### config.mk
export PLATFORM = sky130hd
export DESIGN_NAME = instruction_fetch
export DESIGN_NICKNAME = d
export VERILOG_FILES = /design/src/rtl/instruction_fetch.sv
export SDC_FILE = /design/constraint.sdc
export NUM_CORES = 1
export LEC_CHECK = 0
export CAP_MARGIN = 10
export CORE_ASPECT_RATIO = 1.75
export CORE_UTILIZATION = 52
export DETAILED_ROUTE_END_ITERATION = 8
export PLACE_DENSITY = 0.84
export SLEW_MARGIN = 20
export SYNTH_ARGS = -nofsm -noshare
export SYNTH_HDL_FRONTEND = slang
export SYNTH_SLANG_ARGS = --single-unit
### constraint.sdc
create_clock -name clk -period 4 [get_ports clk]
set_clock_uncertainty 0.15 [all_clocks]
set_input_delay 1.2 -clock clk [delete_from_list [all_inputs] [get_ports clk]]
set_output_delay 1.2 -clock clk [all_outputs]
set_load 0.01 [all_outputs]
### src/rtl/instruction_fetch.sv
// Fetch stage: PC register, deferred redirect under stall, IF/ID pipeline register.
// imem_address is combinational from pc; IF/ID is one cycle; stall holds pc and IF/ID.
module instruction_fetch #(
    parameter logic [31:0] RESET_PC = 32'h00000000
) (
    input  logic        clk,
    input  logic        reset,
    input  logic        stall,
    input  logic        flush,
    input  logic        redirect_valid,
    input  logic [31:0] redirect_target,
    output logic [31:0] imem_address,
    input  logic [31:0] imem_instruction,
    output logic [31:0] id_pc,
    output logic [31:0] id_pc_plus4,
    output logic [31:0] id_instruction,
    output logic        id_valid,
    output logic        misaligned
);

    logic [31:0] r_pc;
    logic        r_pending;
    logic [31:0] r_pending_target;
    logic [31:0] r_id_pc;
    logic [31:0] r_id_pc_plus4;
    logic [31:0] r_id_instruction;
    logic        r_id_valid;
    logic        r_misaligned;

    logic [31:0] w_target_aligned;
    logic [31:0] w_pc_plus4;
    logic        w_take_redirect;
    logic        w_take_pending;
    logic        w_pc_loaded;
    logic [31:0] w_pc_nxt;
    logic        w_pending_nxt;
    logic [31:0] w_pending_target_nxt;

    assign w_target_aligned = {redirect_target[31:2], 2'b00};
    assign w_pc_plus4       = r_pc + 32'd4;
    assign w_take_redirect  = redirect_valid & ~stall;
    assign w_take_pending   = ~redirect_valid & r_pending & ~stall;
    // A PC loaded from a redirect means the word fetched this cycle is wrong-path.
    assign w_pc_loaded      = w_take_redirect | w_take_pending;

    always_comb begin
        w_pc_nxt             = r_pc;
        w_pending_nxt        = r_pending;
        w_pending_target_nxt = r_pending_target;
        if (w_take_redirect) begin
            w_pc_nxt      = w_target_aligned;
            w_pending_nxt = 1'b0;
        end else if (redirect_valid) begin
            w_pending_nxt        = 1'b1;
            w_pending_target_nxt = w_target_aligned;
        end else if (w_take_pending) begin
            w_pc_nxt      = r_pending_target;
            w_pending_nxt = 1'b0;
        end else if (!stall) begin
            w_pc_nxt = w_pc_plus4;
        end
    end

    always_ff @(posedge clk or negedge reset) begin
        if (!reset) begin
            r_pc             <= RESET_PC;
            r_pending        <= 1'b0;
            r_pending_target <= 32'd0;
            r_misaligned     <= 1'b0;
        end else begin
            r_pc             <= w_pc_nxt;
            r_pending        <= w_pending_nxt;
            r_pending_target <= w_pending_target_nxt;
            if (redirect_valid && (redirect_target[1:0] != 2'b00)) begin
                r_misaligned <= 1'b1;
            end
        end
    end

    always_ff @(posedge clk or negedge reset) begin
        if (!reset) begin
            r_id_pc          <= 32'd0;
            r_id_pc_plus4    <= 32'd0;
            r_id_instruction <= 32'd0;
            r_id_valid       <= 1'b0;
        end else if (flush || (!stall && w_pc_loaded)) begin
            r_id_pc          <= 32'd0;
            r_id_pc_plus4    <= 32'd0;
            r_id_instruction <= 32'd0;
            r_id_valid       <= 1'b0;
        end else if (!stall) begin
            r_id_pc          <= r_pc;
            r_id_pc_plus4    <= w_pc_plus4;
            r_id_instruction <= imem_instruction;
            r_id_valid       <= 1'b1;
        end
    end

    assign imem_address   = r_pc;
    assign id_pc          = r_id_pc;
    assign id_pc_plus4    = r_id_pc_plus4;
    assign id_instruction = r_id_instruction;
    assign id_valid       = r_id_valid;
    assign misaligned     = r_misaligned;

endmodule

==> results.md <==
- The run finished with clean final reports.
- The quantity of hold-fixing buffers added after cts is 0.
- Of the synthesized area, sequential elements account for 55.4%.
- Adding up every negative setup slack in the final design gives 0 ns.
- In this run the tightest slew margin relative to its limit is 40.3%.
- Of all nets on the critical path, the largest fanout is 11.
- Walking the worst path, the cells encountered are clkdlybuf4s50_1.
- In this run the post-CTS setup repair buffer count came out at 0.
- The max-slew violation count is 0.
- The wire length per cell after detailed routing is 20.5 um.
- The average instance area after synthesis is 11.0 um^2.
- The count of routing violations after the opening detailed-route iteration is 364.
- The minimum setup slack in the final design is 1.02 ns.
- The part of the total power dissipated in the clock network is 38.5%.
- The synthesized netlist devotes 20.1% of its cell area to compound gates.
- The adder and majority gate portion of the synthesized area is 0.179%.
- The peak supply drop is 0.000334 V.
- The kind of capture point of the worst setup path is an output pin.
- The master cell of the clock root buffer is sky130_fd_sc_hd__clkbuf_16.
- The worst path required time is 2.65 ns.
- The final setup violation count is 0.
- Timing would allow up to 0.335 GHz.
- The floorplan step defined a die boundary enclosing 14,000 um^2.
- The tool flagged a number of max-cap violations equal to 0.
- The smallest clock period supported by the final layout is computed as 2.98 ns.
- The total inserted antenna cells is 0.
- The leakage power total is 4.08 nW.
- Across all hold checks on the routed design, the worst slack comes to 0.323 ns.
- The type of the tightest min-delay check is reg -> reg.
- Measured on the finished design, the core utilization comes to 73.9%.
- Summing over every cut layer, the via total after detailed routing is 6,048.
- The largest single stage delay on the critical path is 0.62 ns.
- The initial antenna violation count is 0.
- The power density over cell area is 419 nW/um^2.
- At the pin with the least slew margin, the transition time is 0.896 ns.
- The top cell types in the final layout, fill and taps aside, are sky130_fd_sc_hd__clkdlybuf4s50_1 (190), sky130_fd_sc_hd__dfrtp_1 (155), sky130_fd_sc_hd__nand2_1 (67).
- The sum of routed wire length over all layers is 20,500 um.
- Of all flip-flops after synthesis, the portion carrying an async set or reset was 100%.
- The type of the worst setup path is reg -> out.
- The number of hold-slack violations in the final timing report is 0.
- The combinational share of power is 15.9%.
- The combinational family with the most area after synthesis is compound AO/OA/AOI/OAI gates.
- Grouping stages by cell kind, the critical path spends the most delay in buffers and inverters.
- The post-cts resize count is 0.
- The number of synthesized flops with an enable pin is 0.
- The pre-CTS setup slack is 0.612 ns.
- Data on the critical path arrives at its endpoint at 1.63 ns.
- In this run the number of H-tree levels came out at 4.
- The slowest stage of the critical path belongs to the cell sky130_fd_sc_hd__clkdlybuf4s50_1.
- The total number of clock tree sinks is 155.
- The cell count after synthesis came out at 639.
- Setup repair after global routing left no endpoint under its margin.
- The count of unique library cells instantiated by Yosys is 56.
- The commonest register cell after synthesis is sky130_fd_sc_hd__dfrtp_1.
- Using the TritonRoute via totals, the vias-per-cell ratio works out to 6.05.
- The source-to-sink clock delay at the later pin of the worst-skew pair is 0.42 ns.
- The number of detailed-route iterations in the first pass is 8.
- In the routed design, unresolved DRC markers number 0.
- The aggregate global routing overflow is 0.
- The fraction of power consumed by sequential logic is 45.6%.
- The final antenna-violating net count is 0.
- The share of cells above drive strength 1 is 10.9%.
- The chip height is 156 um.
- After clock tree synthesis, the clock-pin slew on the worst setup and hold paths is 0.06 ns.
- After the flow finishes, the layout carries non-filler instances totaling 1,000.
- For this configuration, the core starts out at a cell density of 53.9%.
- The area of the placeable core is 13,000 um^2.
- TritonCTS built the clock tree.
- The number of buffers created by CTS is 17.
- The net switching power is 1.14 mW.
- After Yosys synthesis, XOR and XNOR cells account for 3.50% of the synthesized area.
- The clock passes through at most 2 buffers.
- Yosys printed 0 warnings.
- The largest net degree at the start of global routing is 94.
- Synthesis inferred 155 register bits.
- The synthesized netlist devotes 11.2% of its cell area to simple gates.
- The worst setup path is launched from a flip-flop.
- The layout-stage area growth over the synthesis result is 37.2%.
- The wire-length estimate of the detail-placed layout is 14,700 um.
- The cell total after placement is 968.
- The synthesized cell area is 7010 um^2.
- The net count of the finished layout is 886.
- The final weighted congestion in routability-driven placement is 0.916.
- The internal power is 2.89 mW.
- The number of cell rows is 55.
- The worst path uses 74.6% of the clock period.
- The overall track demand over capacity in global routing is 30.5%.
- The sum of buffers and inverters on the critical path is 1.
- For this design the top-level I/O count stands at 199.
- The switching part of the total is 28.3%.
- The number of global-route vias before repair is 6,186.
- In the synthesized netlist, mux cells make up 5.70% of the area.
- During placement, the flow inserted port buffers numbering 192.
- Measured along the x axis, the die boundary spans 89.7 um.
- The global-route wire length before repair is 33,000 um.
- The commonest non-fill, non-tap cell in the layout is sky130_fd_sc_hd__clkdlybuf4s50_1.
synth_stat cells (5+ instances only):
master                     count  area share [%]
sky130_fd_sc_hd__buf_1         7            0.38
sky130_fd_sc_hd__nand2b_1      5            0.45
sky130_fd_sc_hd__nand2_1      67             3.6
sky130_fd_sc_hd__mux2_2       31             5.0
sky130_fd_sc_hd__nand4_1       9            0.80
sky130_fd_sc_hd__o221ai_1      5            0.62
sky130_fd_sc_hd__mux2i_1       5            0.71
sky130_fd_sc_hd__and3_1        6            0.54
sky130_fd_sc_hd__o22ai_1      12             1.1
sky130_fd_sc_hd__o21ai_0      48             3.4
sky130_fd_sc_hd__inv_1         9            0.48
sky130_fd_sc_hd__buf_4         7            0.75
sky130_fd_sc_hd__dfrtp_1     155              55
sky130_fd_sc_hd__nand3_1      15             1.1
sky130_fd_sc_hd__xnor2_1      14             1.8
sky130_fd_sc_hd__clkbuf_1     33             1.8
sky130_fd_sc_hd__xor2_1       14             1.8
sky130_fd_sc_hd__a21oi_1      27             1.9
sky130_fd_sc_hd__a22o_1       61             7.6
sky130_fd_sc_hd__a22oi_1       6            0.64
sky130_fd_sc_hd__nor3_1        8            0.57
sky130_fd_sc_hd__a211oi_1     11             1.2
sky130_fd_sc_hd__nor2_1       27             1.4
final timing paths:
path / startpoint / end / cells after the start / slack (ns)
hold / removal: misaligned / misaligned / 1 / 0.32
setup reg to reg: imem_address[7] / imem_address[25] / 5 / 1.42
setup / recovery: imem_address[15] / imem_address[15] / 1 / 1.02
hold reg to reg: misaligned / misaligned / 1 / 0.32
max in group asynchronous: reset / imem_address[17] / 2 / 2.29
min in group asynchronous: reset / id_instruction[22] / 1 / 0.62
per-layer routing:
layer  up-vias  track usage (%)  wire length (um)
li1       2694                -                 -
met1      2951             35.9              7700
met2       334             50.3             10400
met3        69             7.02              1410
met4         0             19.5              1040
met5         -                0                 0
kinds of logic (layout without fill, tap and decap cells):
group,after synthesis,in the layout
AOI/OAI and AO/OA,199,199
xor gates and xnor gates,28,28
adders and majority gates,1,1
buffers and inverters,61,246
DFF,155,155
muxes,36,36
other,1,6
and+or+nand+nor,158,158
state kept, by name, indices dropped and copies added (netlist names):
register,cells
id_pc_plus4,30
id_valid,1
imem_address,30
id_pc,30
r_pending,1
id_instruction,32
misaligned,1
r_pending_target,30
stage by stage:
| step | power (mW) | cell area [um^2] |
|---|---|---|
| 2_1_floorplan | 2.13 | 7030 |
| 3_3_place_gp | 2.47 | 9050 |
| 3_5_place_dp | 2.50 | 9050 |
| 4_1_cts | 4.05 | 9620 |
| 5_1_grt | 4.18 | 9620 |
| 6_report | 4.03 | 9620 |
power by group through the flow:
stage                     combinational, mW  sequential [mW]  clock (mW)
after floorplan                       0.291             1.84           0
after global placement                0.619             1.85           0
after detailed placement              0.638             1.86           0
after CTS                             0.642             1.83        1.57
after global routing                  0.693             1.85        1.64
final                                 0.642             1.84        1.55
final cells by class:
class                           count  area [um^2]
Clock buffer                       18          429
Clock inverter                     14          135
Fill cell                         884         3390
Inverter                            9         33.8
Multi-Input combinational cell    428         2890
Sequential cell                   155         3880
Tap cell                          171          214
Timing Repair Buffer              205         2040
No activity file was read; power rests on OpenSTA's default activity.
